### src/rtl/id_ex_alu_issue_pkg.sv
// Shared ALU control encodings, opcode constants and operand-source selects
// for the decode-to-execute issue path.
package HighLevelControl;

    typedef enum logic [3:0] {
        ALU_ADD  = 4'd0,
        ALU_SUB  = 4'd1,
        ALU_OR   = 4'd2,
        ALU_AND  = 4'd3,
        ALU_XOR  = 4'd4,
        ALU_SLL  = 4'd5,
        ALU_SRL  = 4'd6,
        ALU_SRA  = 4'd7,
        ALU_SLTU = 4'd8,
        ALU_SLT  = 4'd9
    } aluOperation;

    localparam logic [6:0] OPC_RTYPE = 7'b0110011;
    localparam logic [6:0] OPC_IALU  = 7'b0010011;
    localparam logic [6:0] OPC_LUI   = 7'b0110111;
    localparam logic [6:0] OPC_AUIPC = 7'b0010111;

    localparam logic [1:0] FWD_RF    = 2'b00;
    localparam logic [1:0] FWD_EXMEM = 2'b01;
    localparam logic [1:0] FWD_MEMWB = 2'b10;

    localparam logic [6:0] F7_BASE = 7'b0000000;
    localparam logic [6:0] F7_ALT  = 7'b0100000;

    typedef enum logic [1:0] {OPA_ZERO, OPA_RS1, OPA_PC} opASel;
    typedef enum logic [2:0] {OPB_ZERO, OPB_RS2, OPB_IMM_I, OPB_SHAMT, OPB_IMM_U} opBSel;

    // funct3 -> operation, ignoring the funct7 alternate (SUB/SRA) bit.
    function automatic aluOperation baseOp(input logic [2:0] f3);
        case (f3)
            3'b000:  baseOp = ALU_ADD;
            3'b001:  baseOp = ALU_SLL;
            3'b010:  baseOp = ALU_SLT;
            3'b011:  baseOp = ALU_SLTU;
            3'b100:  baseOp = ALU_XOR;
            3'b101:  baseOp = ALU_SRL;
            3'b110:  baseOp = ALU_OR;
            default: baseOp = ALU_AND;
        endcase
    endfunction

endpackage

### src/rtl/id_ex_alu_issue_alu_decoder.sv
// Combinational RV32I ALU-subset decoder: operation, operand sources, legality.
module alu_decoder
    import HighLevelControl::*;
(
    input  logic [31:0] instr,
    output aluOperation aluOp,
    output opASel       aSel,
    output opBSel       bSel,
    output logic        illegal
);
    logic [6:0] opc;
    logic [2:0] f3;
    logic [6:0] f7;

    assign opc = instr[6:0];
    assign f3  = instr[14:12];
    assign f7  = instr[31:25];

    always_comb begin
        aluOp   = ALU_ADD;
        aSel    = OPA_ZERO;
        bSel    = OPB_ZERO;
        illegal = 1'b0;
        case (opc)
            OPC_RTYPE: begin
                aSel  = OPA_RS1;
                bSel  = OPB_RS2;
                aluOp = baseOp(f3);
                if (f7 == F7_ALT && f3 == 3'b000)      aluOp = ALU_SUB;
                else if (f7 == F7_ALT && f3 == 3'b101) aluOp = ALU_SRA;
                else if (f7 != F7_BASE)                illegal = 1'b1;
            end
            OPC_IALU: begin
                aSel  = OPA_RS1;
                bSel  = OPB_IMM_I;
                aluOp = baseOp(f3);
                if (f3 == 3'b001) begin
                    bSel = OPB_SHAMT;
                    if (f7 != F7_BASE) illegal = 1'b1;
                end else if (f3 == 3'b101) begin
                    bSel = OPB_SHAMT;
                    if (f7 == F7_ALT)       aluOp = ALU_SRA;
                    else if (f7 != F7_BASE) illegal = 1'b1;
                end
            end
            OPC_LUI: bSel = OPB_IMM_U;
            OPC_AUIPC: begin
                aSel = OPA_PC;
                bSel = OPB_IMM_U;
            end
            default: illegal = 1'b1;
        endcase
        // Illegal instructions issue as a harmless ADD of zeros.
        if (illegal) begin
            aluOp = ALU_ADD;
            aSel  = OPA_ZERO;
            bSel  = OPB_ZERO;
        end
    end
endmodule

### src/rtl/id_ex_alu_issue.sv
// ID/EX pipeline register for the ALU: decode, operand forwarding and
// immediate selection in front of a single stall/flush-able register.
module id_ex_alu_issue
    import HighLevelControl::*;
#(
    parameter int WIDTH = 32
) (
    input  logic             clk,
    input  logic             reset,
    input  logic             idValid,
    input  logic [31:0]      idInstr,
    input  logic [WIDTH-1:0] idPC,
    input  logic [WIDTH-1:0] rs1Data,
    input  logic [WIDTH-1:0] rs2Data,
    input  logic [1:0]       fwdSelA,
    input  logic [1:0]       fwdSelB,
    input  logic [WIDTH-1:0] exMemResult,
    input  logic [WIDTH-1:0] memWbResult,
    input  logic             stall,
    input  logic             flush,
    output aluOperation      ALUCtrl,
    output logic [WIDTH-1:0] ALUOpA,
    output logic [WIDTH-1:0] ALUOpB,
    output logic             exValid,
    output logic [4:0]       exRd,
    output logic             exRegWrite,
    output logic             exIllegal
);
    aluOperation      decOp;
    opASel            aSel;
    opBSel            bSel;
    logic             decIllegal;

    alu_decoder u_dec (
        .instr   (idInstr),
        .aluOp   (decOp),
        .aSel    (aSel),
        .bSel    (bSel),
        .illegal (decIllegal)
    );

    // Reserved select 2'b11 falls back to the register file.
    function automatic logic [WIDTH-1:0] fwdMux(input logic [1:0] sel, input logic [WIDTH-1:0] rf,
                                                 input logic [WIDTH-1:0] exm, input logic [WIDTH-1:0] mwb);
        case (sel)
            FWD_EXMEM: fwdMux = exm;
            FWD_MEMWB: fwdMux = mwb;
            default:   fwdMux = rf;
        endcase
    endfunction

    logic [WIDTH-1:0] opA_d, opB_d, opA_q, opB_q;
    logic [WIDTH-1:0] immI, immU, shamt;
    logic [4:0]       rd_d, rd_q;
    logic             regWr_d, regWr_q, valid_q, illegal_q;
    aluOperation      ctrl_q;

    assign immI  = WIDTH'($signed(idInstr[31:20]));
    assign immU  = WIDTH'($signed({idInstr[31:12], 12'b0}));
    assign shamt = WIDTH'(idInstr[24:20]);
    assign rd_d  = idInstr[11:7];
    assign regWr_d = !decIllegal && (rd_d != 5'd0);

    always_comb begin
        opA_d = '0;
        opB_d = '0;
        case (aSel)
            OPA_RS1: opA_d = fwdMux(fwdSelA, rs1Data, exMemResult, memWbResult);
            OPA_PC:  opA_d = idPC;
            default: opA_d = '0;
        endcase
        case (bSel)
            OPB_RS2:   opB_d = fwdMux(fwdSelB, rs2Data, exMemResult, memWbResult);
            OPB_IMM_I: opB_d = immI;
            OPB_SHAMT: opB_d = shamt;
            OPB_IMM_U: opB_d = immU;
            default:   opB_d = '0;
        endcase
    end

    // Bubble on reset, flush, or an unstalled cycle with no valid instruction.
    always_ff @(posedge clk) begin
        if (reset || flush || (!stall && !idValid)) begin
            valid_q   <= 1'b0;
            illegal_q <= 1'b0;
            regWr_q   <= 1'b0;
            rd_q      <= '0;
            ctrl_q    <= ALU_ADD;
            opA_q     <= '0;
            opB_q     <= '0;
        end else if (!stall) begin
            valid_q   <= 1'b1;
            illegal_q <= decIllegal;
            regWr_q   <= regWr_d;
            rd_q      <= rd_d;
            ctrl_q    <= decOp;
            opA_q     <= opA_d;
            opB_q     <= opB_d;
        end
    end

    assign ALUCtrl    = ctrl_q;
    assign ALUOpA     = opA_q;
    assign ALUOpB     = opB_q;
    assign exValid    = valid_q;
    assign exRd       = rd_q;
    assign exRegWrite = regWr_q;
    assign exIllegal  = illegal_q;
endmodule

### config.mk
export PLATFORM = sky130hd
export DESIGN_NAME = id_ex_alu_issue
export DESIGN_NICKNAME = d
export VERILOG_FILES = /design/src/rtl/id_ex_alu_issue_pkg.sv /design/src/rtl/id_ex_alu_issue_alu_decoder.sv /design/src/rtl/id_ex_alu_issue.sv
export SDC_FILE = /design/constraint.sdc
export NUM_CORES = 1
export LEC_CHECK = 0
export ABC_AREA = 1
export ABC_CLOCK_PERIOD_IN_PS = 1850
export CAP_MARGIN = 5
export CORE_MARGIN = 2
export CORE_UTILIZATION = 37
export CTS_CLUSTER_DIAMETER = 40
export DETAILED_ROUTE_END_ITERATION = 6
export PLACE_DENSITY = 0.76
export SLEW_MARGIN = 25
export SYNTH_ARGS = -nofsm -noshare
export SYNTH_HDL_FRONTEND = slang
export SYNTH_HIERARCHICAL = 1
export SYNTH_SLANG_ARGS = --single-unit
export TNS_END_PERCENT = 1
### constraint.sdc
create_clock -name clk -period 1.85 [get_ports clk]
set_input_delay 0.2775 -clock clk [delete_from_list [all_inputs] [get_ports clk]]
set_output_delay 0.2775 -clock clk [all_outputs]
set_load 0.1 [all_outputs]
==> impl_metrics.json, run 1 <==
{
  "drc_errors": 0,
  "arrival_ns": 2.34,
  "insertion_delay_ns": 0.35,
  "p_leak_nw": 3.67,
  "synth-adder-area-share_pct": 1.42,
  "cp.depth": 16,
  "synthCells": 898,
  "rows": 43,
  "synthSimpleGateAreaFrac_pct": 42.2,
  "clkTransAtPathRegs_ns": 0.06,
  "synth_mux_area_share_pct": 0,
  "status": "finished, violations left",
  "grt-ovfl-total": 0,
  "rsz0062_at_grt": "true",
  "grt_max_degree": 33,
  "hold_violations": 0,
  "grt_usage_pct": 28.3,
  "layout_common_cells": "nand2_1, clkdlybuf4s50_1, buf_4",
  "worstSetupStartpointType": "input port",
  "io-pin-count": 277,
  "antenna_found_initial": 0,
  "vdd_drop_max_mv": 0.381,
  "wl_per_cell_microns": 16.0,
  "min_delay_path_depth": 2,
  "crit_chain": "clkdlybuf4s50_1 > inv_1 > nor2_4 > nand3_2 > nor2_4 > nand3_2 > buf_4 > nand3_4 > nor2_4 > buf_6 > nor2_2 > buf_6 > nand3_1 > nand2_1 > nor2_1 > nor2_1",
  "syn_avg_cell_area_sq_um": 5.87,
  "worstMarginPinSlew_ns": 0.395,
  "design.die.area_sq_um": 15200,
  "dp_slack_ns": -0.740,
  "violations": "setup timing",
  "finalWeightedCongestion": 0.954,
  "yosys.cell_types.count": 32,
  "synth-compound-area-share_pct": 19.3,
  "via_per_inst": 5.00,
  "clockBufferDepth": 2,
  "hold_path_class": "reg2reg",
  "crit_family": "simple AND/OR/NAND/NOR gates",
  "maxCapViolCount": 0,
  "setup_viol": 64,
  "drv_slew": 0,
  "drt-initial-drc-count": 585,
  "reg2regPathDepth": 2,
  "cts_root_buf": "clkbuf_16",
  "finalWorstSetupSlack_ns": -0.209,
  "drt-total-wl_microns": 22200,
  "ant_nets": 0,
  "critPathCaptureType": "flip-flop",
  "hpwl_microns": 17700,
  "syn_area_sq_um": 5270,
  "cts_tree": "built",
  "crit_required_ns": 2.13,
  "synthToLayoutAreaGrowth_pct": 68.5,
  "syn_nets": 1105,
  "cp_max_fo": 10,
  "start_util_pct": 38.0,
  "clock-sinks": 76,
  "min_period_over_period_pct": 111,
  "firstDrtPassIters": 6,
  "cellPowerDensity_nw_per_um2": 537,
  "port_buffers": 276,
  "synth_edf_count": 0,
  "final_common_cell": "nand2_1",
  "period_needed_ns": 2.06,
  "async_reset_ff_share_pct": 0,
  "fin_cells": 1390,
  "drive_above_1_share_pct": 19.6,
  "final_net_count": 1412,
  "core_area_sq_um": 13900,
  "place_inst": 1374,
  "synth_top_family_by_area": "simple AND/OR/NAND/NOR gates",
  "fp.dieW_microns": 123,
  "diodes": 0,
  "p_total_mw": 4.77,
  "worst-path-buf-inv": 5,
  "htree_levels": 3,
  "first_global_vias": 6464,
  "synth_ff_type": "dfxtp_1",
  "max_freq_ghz": 0.486,
  "max_stage_delay_ns": 0.45,
  "cpMostUsedCell": "nor2_4",
  "path_class": "in2reg",
  "ys_seq_area_share_pct": 28.9,
  "die_h_microns": 123,
  "final_core_util_pct": 64.0,
  "numCtsBuffers": 9,
  "cp_slowest_cell": "clkdlybuf4s50_1",
  "synthXorXnorAreaFrac_pct": 0,
  "synth-seq-cells": 76,
  "yosysWarnings": 6,
  "vias": 6950,
  "relSlewSlack_pct": 73.6,
  "finalClockSkew_ns": 0,
  "grt_pass1_wl_microns": 33200
}
-- through the flow --
step	setup TNS, ns	hold WS (ns)	area, sq um
floorplan	0	0.421	5280
global placement	-38.50	0.446	8450
detailed placement	-43.00	0.457	8450
CTS	-5.02	0.466	8850
global route	-16.89	0.481	8880
finish	-6.82	0.465	8880
-- power breakdown --
group          leakage (nW)  internal [mW]  switching [mW]
Sequential            0.614           1.65         0.00854
Combinational          2.92          0.624           0.640
Clock                 0.143           1.06           0.785
Total                  3.67           3.34            1.43
-- state kept, by name, summed over array words and instances, names as in the netlist --
register	cells
exRd	5
exRegWrite	1
ALUCtrl	4
exIllegal	1
ALUOpA	32
ALUOpB	32
exValid	1
-- Yosys cell counts (5+ instances only) --
library cell  number  share of area, %
a21oi_1           91               8.6
nand3_2            6               1.1
buf_6              5               1.1
nand2_1          341                24
nor2_2             6              0.71
o21ai_1           34               3.2
nand3_1           56               5.3
dfxtp_1           76                29
or2_1              6              0.71
or2_2              7              0.83
inv_2              9              0.64
buf_4              5              0.71
buf_2             28               2.7
nor2_4             5               1.1
clkbuf_1          20               1.4
ha_1               6               1.4
o21ai_0           67               6.4
inv_1             19               1.4
nor2_1            92               6.5
-- worst paths after layout --
| check | end | from | slack [ns] |
|---|---|---|---|
| setup / recovery | ALUOpB[28]$_SDFFE_PP0N_ | idInstr[4] | -0.21 |
| hold reg to reg | ALUOpA[2]$_SDFFE_PP0N_ | ALUOpA[2]$_SDFFE_PP0N_ | 0.47 |
| hold / removal | ALUOpA[2]$_SDFFE_PP0N_ | ALUOpA[2]$_SDFFE_PP0N_ | 0.47 |
| setup reg to reg | ALUOpB[22]$_SDFFE_PP0N_ | ALUOpB[22]$_SDFFE_PP0N_ | 1.19 |
-- cells by family after synthesis --
logic type | Yosys count
flops | 76
buf+inv | 88
fa+ha+maj | 6
simple gates | 529
compound gates | 199
-- repair_timing --
| item | 4_1_cts | 5_1_grt |
|---|---|---|
| hold buffers | 0 | 0 |
| setup endpoints to repair | 64 | 64 |
| pin swaps | 16 | 0 |
| setup buffers | 0 | 0 |
| gates resized for setup | 45 | 7 |
-- tightest hold or removal path, delay by kind of cell, from the launching register on --
| kind | cells | cell delay (ns) |
|---|---|---|
| flip-flops | 1 | 0.31 |
| AND/OR/NAND/NOR | 1 | 0.06 |
| AO/OA/AOI/OAI | 1 | 0.05 |
-- layer usage --
| layer | vias up | wire (microns) | GRT usage (%) |
|---|---|---|---|
| li1 | 3521 | - | - |
| met1 | 3081 | 9400 | 36.6 |
| met3 | 44 | 1780 | 5.67 |
| met5 | - | 0 | 0 |
| met2 | 304 | 10400 | 46.5 |
| met4 | 0 | 614 | 10.4 |
-- area by class of cell --
cell class,count,area (sq um)
clock buffer,9,225
clock inverter,7,80.1
fill,1296,5000
inverter,28,105
multi-input combinational,734,3430
sequential,76,1520
tap,180,225
timing repair buffer,356,3300
Note: power is estimated with default switching activity, not from simulation.
==> inputs of run 2 (changes only) <==
- MAX_ROUTING_LAYER: unset -> met4
==> impl_metrics.json, run 2 (same netlist as run 1, synthesis figures left out) <==
{
  "numCtsBuffers": 9,
  "finalWeightedCongestion": 0.958,
  "design.die.area_sq_um": 15200,
  "min_period_over_period_pct": 106,
  "critPathCaptureType": "flip-flop",
  "fp.dieW_microns": 123,
  "worst-path-buf-inv": 7,
  "rr_startpoint": "ALUOpB[6]$_SDFFE_PP0N_",
  "cpMostUsedCell": "buf_6",
  "final_core_util_pct": 66.6,
  "status": "finished, violations left",
  "synthToLayoutAreaGrowth_pct": 75.3,
  "start_util_pct": 38.0,
  "final_net_count": 1427,
  "cp_max_fo": 9,
  "layout_common_cells": "nand2_1, clkdlybuf4s50_1, buf_4",
  "finalWorstSetupSlack_ns": -0.112,
  "worstMarginPinSlew_ns": 0.509,
  "drv_slew": 0,
  "p_leak_nw": 3.82,
  "insertion_delay_ns": 0.35,
  "rsz0062_at_grt": "true",
  "period_needed_ns": 1.96,
  "grt_pass1_wl_microns": 33700,
  "clockBufferDepth": 2,
  "hold_path_class": "in2reg",
  "max_stage_delay_ns": 0.22,
  "firstDrtPassIters": 7,
  "grt_usage_pct": 29.6,
  "drt-total-wl_microns": 23000,
  "cp-endpoint": "ALUOpB[30]$_SDFFE_PP0N_",
  "p_total_mw": 4.91,
  "relSlewSlack_pct": 66.1,
  "path_class": "in2reg",
  "hold_violations": 0,
  "diodes": 0,
  "critical_path.startpoint": "idInstr[26]",
  "setup_viol": 22,
  "maxCapViolCount": 0,
  "die_h_microns": 123,
  "grt_max_degree": 33,
  "final_common_cell": "nand2_1",
  "finalClockSkew_ns": 0,
  "vdd_drop_max_mv": 0.489,
  "core_area_sq_um": 13900,
  "drc_errors": 0,
  "fin_cells": 1405,
  "port_buffers": 276,
  "via_per_inst": 5.09,
  "crit_required_ns": 2.14,
  "first_global_vias": 6551,
  "rrSetupSlack_ns": 1.19,
  "worstSetupStartpointType": "input port",
  "htree_levels": 3,
  "drt-initial-drc-count": 519,
  "drive_above_1_share_pct": 24.2,
  "cellPowerDensity_nw_per_um2": 532,
  "cp_slowest_cell": "nor2_4",
  "tns_ns": -1.60,
  "cp.depth": 19,
  "grt-ovfl-total": 0,
  "postCtsHoldBufs": 0,
  "crit_chain": "buf_6 > nor2_4 > buf_6 > nand3_2 > nand2_1 > nand2_1 > nand3_2 > buf_6 > nand3_4 > buf_6 > nor2_4 > nand3_4 > nand2_2 > inv_2 > buf_12 > buf_16 > nand2_1 > nor2_1 > nor2_1",
  "dp_slack_ns": -0.731,
  "rows": 43,
  "cts_root_buf": "clkbuf_16",
  "clock-sinks": 76,
  "hpwl_microns": 17700,
  "worstReg2RegEnd": "ALUOpB[6]$_SDFFE_PP0N_",
  "place_inst": 1376,
  "antenna_found_initial": 0,
  "vias": 7151,
  "ant_nets": 0,
  "reg2regPathDepth": 2,
  "violations": "setup timing",
  "max_freq_ghz": 0.510,
  "wl_per_cell_microns": 16.3,
  "cts_tree": "built",
  "arrival_ns": 2.25,
  "clkTransAtPathRegs_ns": 0.07,
  "crit_family": "simple AND/OR/NAND/NOR gates",
  "io-pin-count": 277
}
-- run 2: cell types whose count changed in the layout (fill, tap and decap cells not counted), moves of 6 or more --
cell | before | now
nand2_4 | 1 | 7
nand2_1 | 340 | 325
nor2_1 | 86 | 78
nor2_4 | 9 | 15
nand2_2 | 3 | 12
o21ai_0 | 62 | 44
o21ai_1 | 38 | 52
buf_6 | 8 | 16
buf_2 | 1 | 9
dlygate4sd2_1 | 12 | 3
-- run 2: power breakdown --
part	total (mW)	internal [mW]	switching [mW]
clock network	1.91	1.08	0.831
logic	1.34	0.660	0.678
registers	1.66	1.65	0.00872
total	4.91	3.40	1.52
-- run 2: worst min path at each step --
stage,startpoint,endpoint,slack (ns),cells past startpoint
final,idInstr[27],ALUOpB[27]$_SDFFE_PP0N_,0.41,6
after CTS,idInstr[12],ALUOpB[12]$_SDFFE_PP0N_,0.41,5
after floorplan,idInstr[7],exRd[0]$_SDFFE_PP0N_,0.42,2
after global placement,ALUOpA[9]$_SDFFE_PP0N_,ALUOpA[9]$_SDFFE_PP0N_,0.44,2
after detailed placement,ALUOpA[30]$_SDFFE_PP0N_,ALUOpA[30]$_SDFFE_PP0N_,0.46,2
after global routing,idInstr[27],ALUOpB[27]$_SDFFE_PP0N_,0.44,6
-- run 2: cell type report --
class	count	area [sq um]
inverters	28	110
multi-input cells	734	3600
clock inverters	7	92.6
repair buffers	371	3470
clock buffers	9	225
fillers	1218	4640
flip-flops and latches	76	1520
well taps	180	225
-- run 2: worst register-to-register path, cell delays in order, from the launching register on --
cell and delay [ns]:
dfxtp_1 0.36, nand2_1 0.08, a21oi_2 0.15
-- run 2: repair_timing --
item | CTS | global route
endpoints found under the setup margin | 64 | 64
gates cloned | 2 | 0
buffers inserted | 11 | 3
resized for setup | 98 | 76
pin swaps | 42 | 46
-- run 2: layer usage --
layer  GRT usage, %  wire, microns
met1           37.6           9760
met2           46.9          10800
met3           4.61           1610
met4           11.8            752
met5              -              0
-- run 2: through the flow --
step                instance area [sq um]  hold slack, ns
CTS                                  9090           0.406
finish                               9240           0.407
global route                         9240           0.438
floorplan                            5280           0.421
global placement                     8520           0.444
detailed placement                   8520           0.456
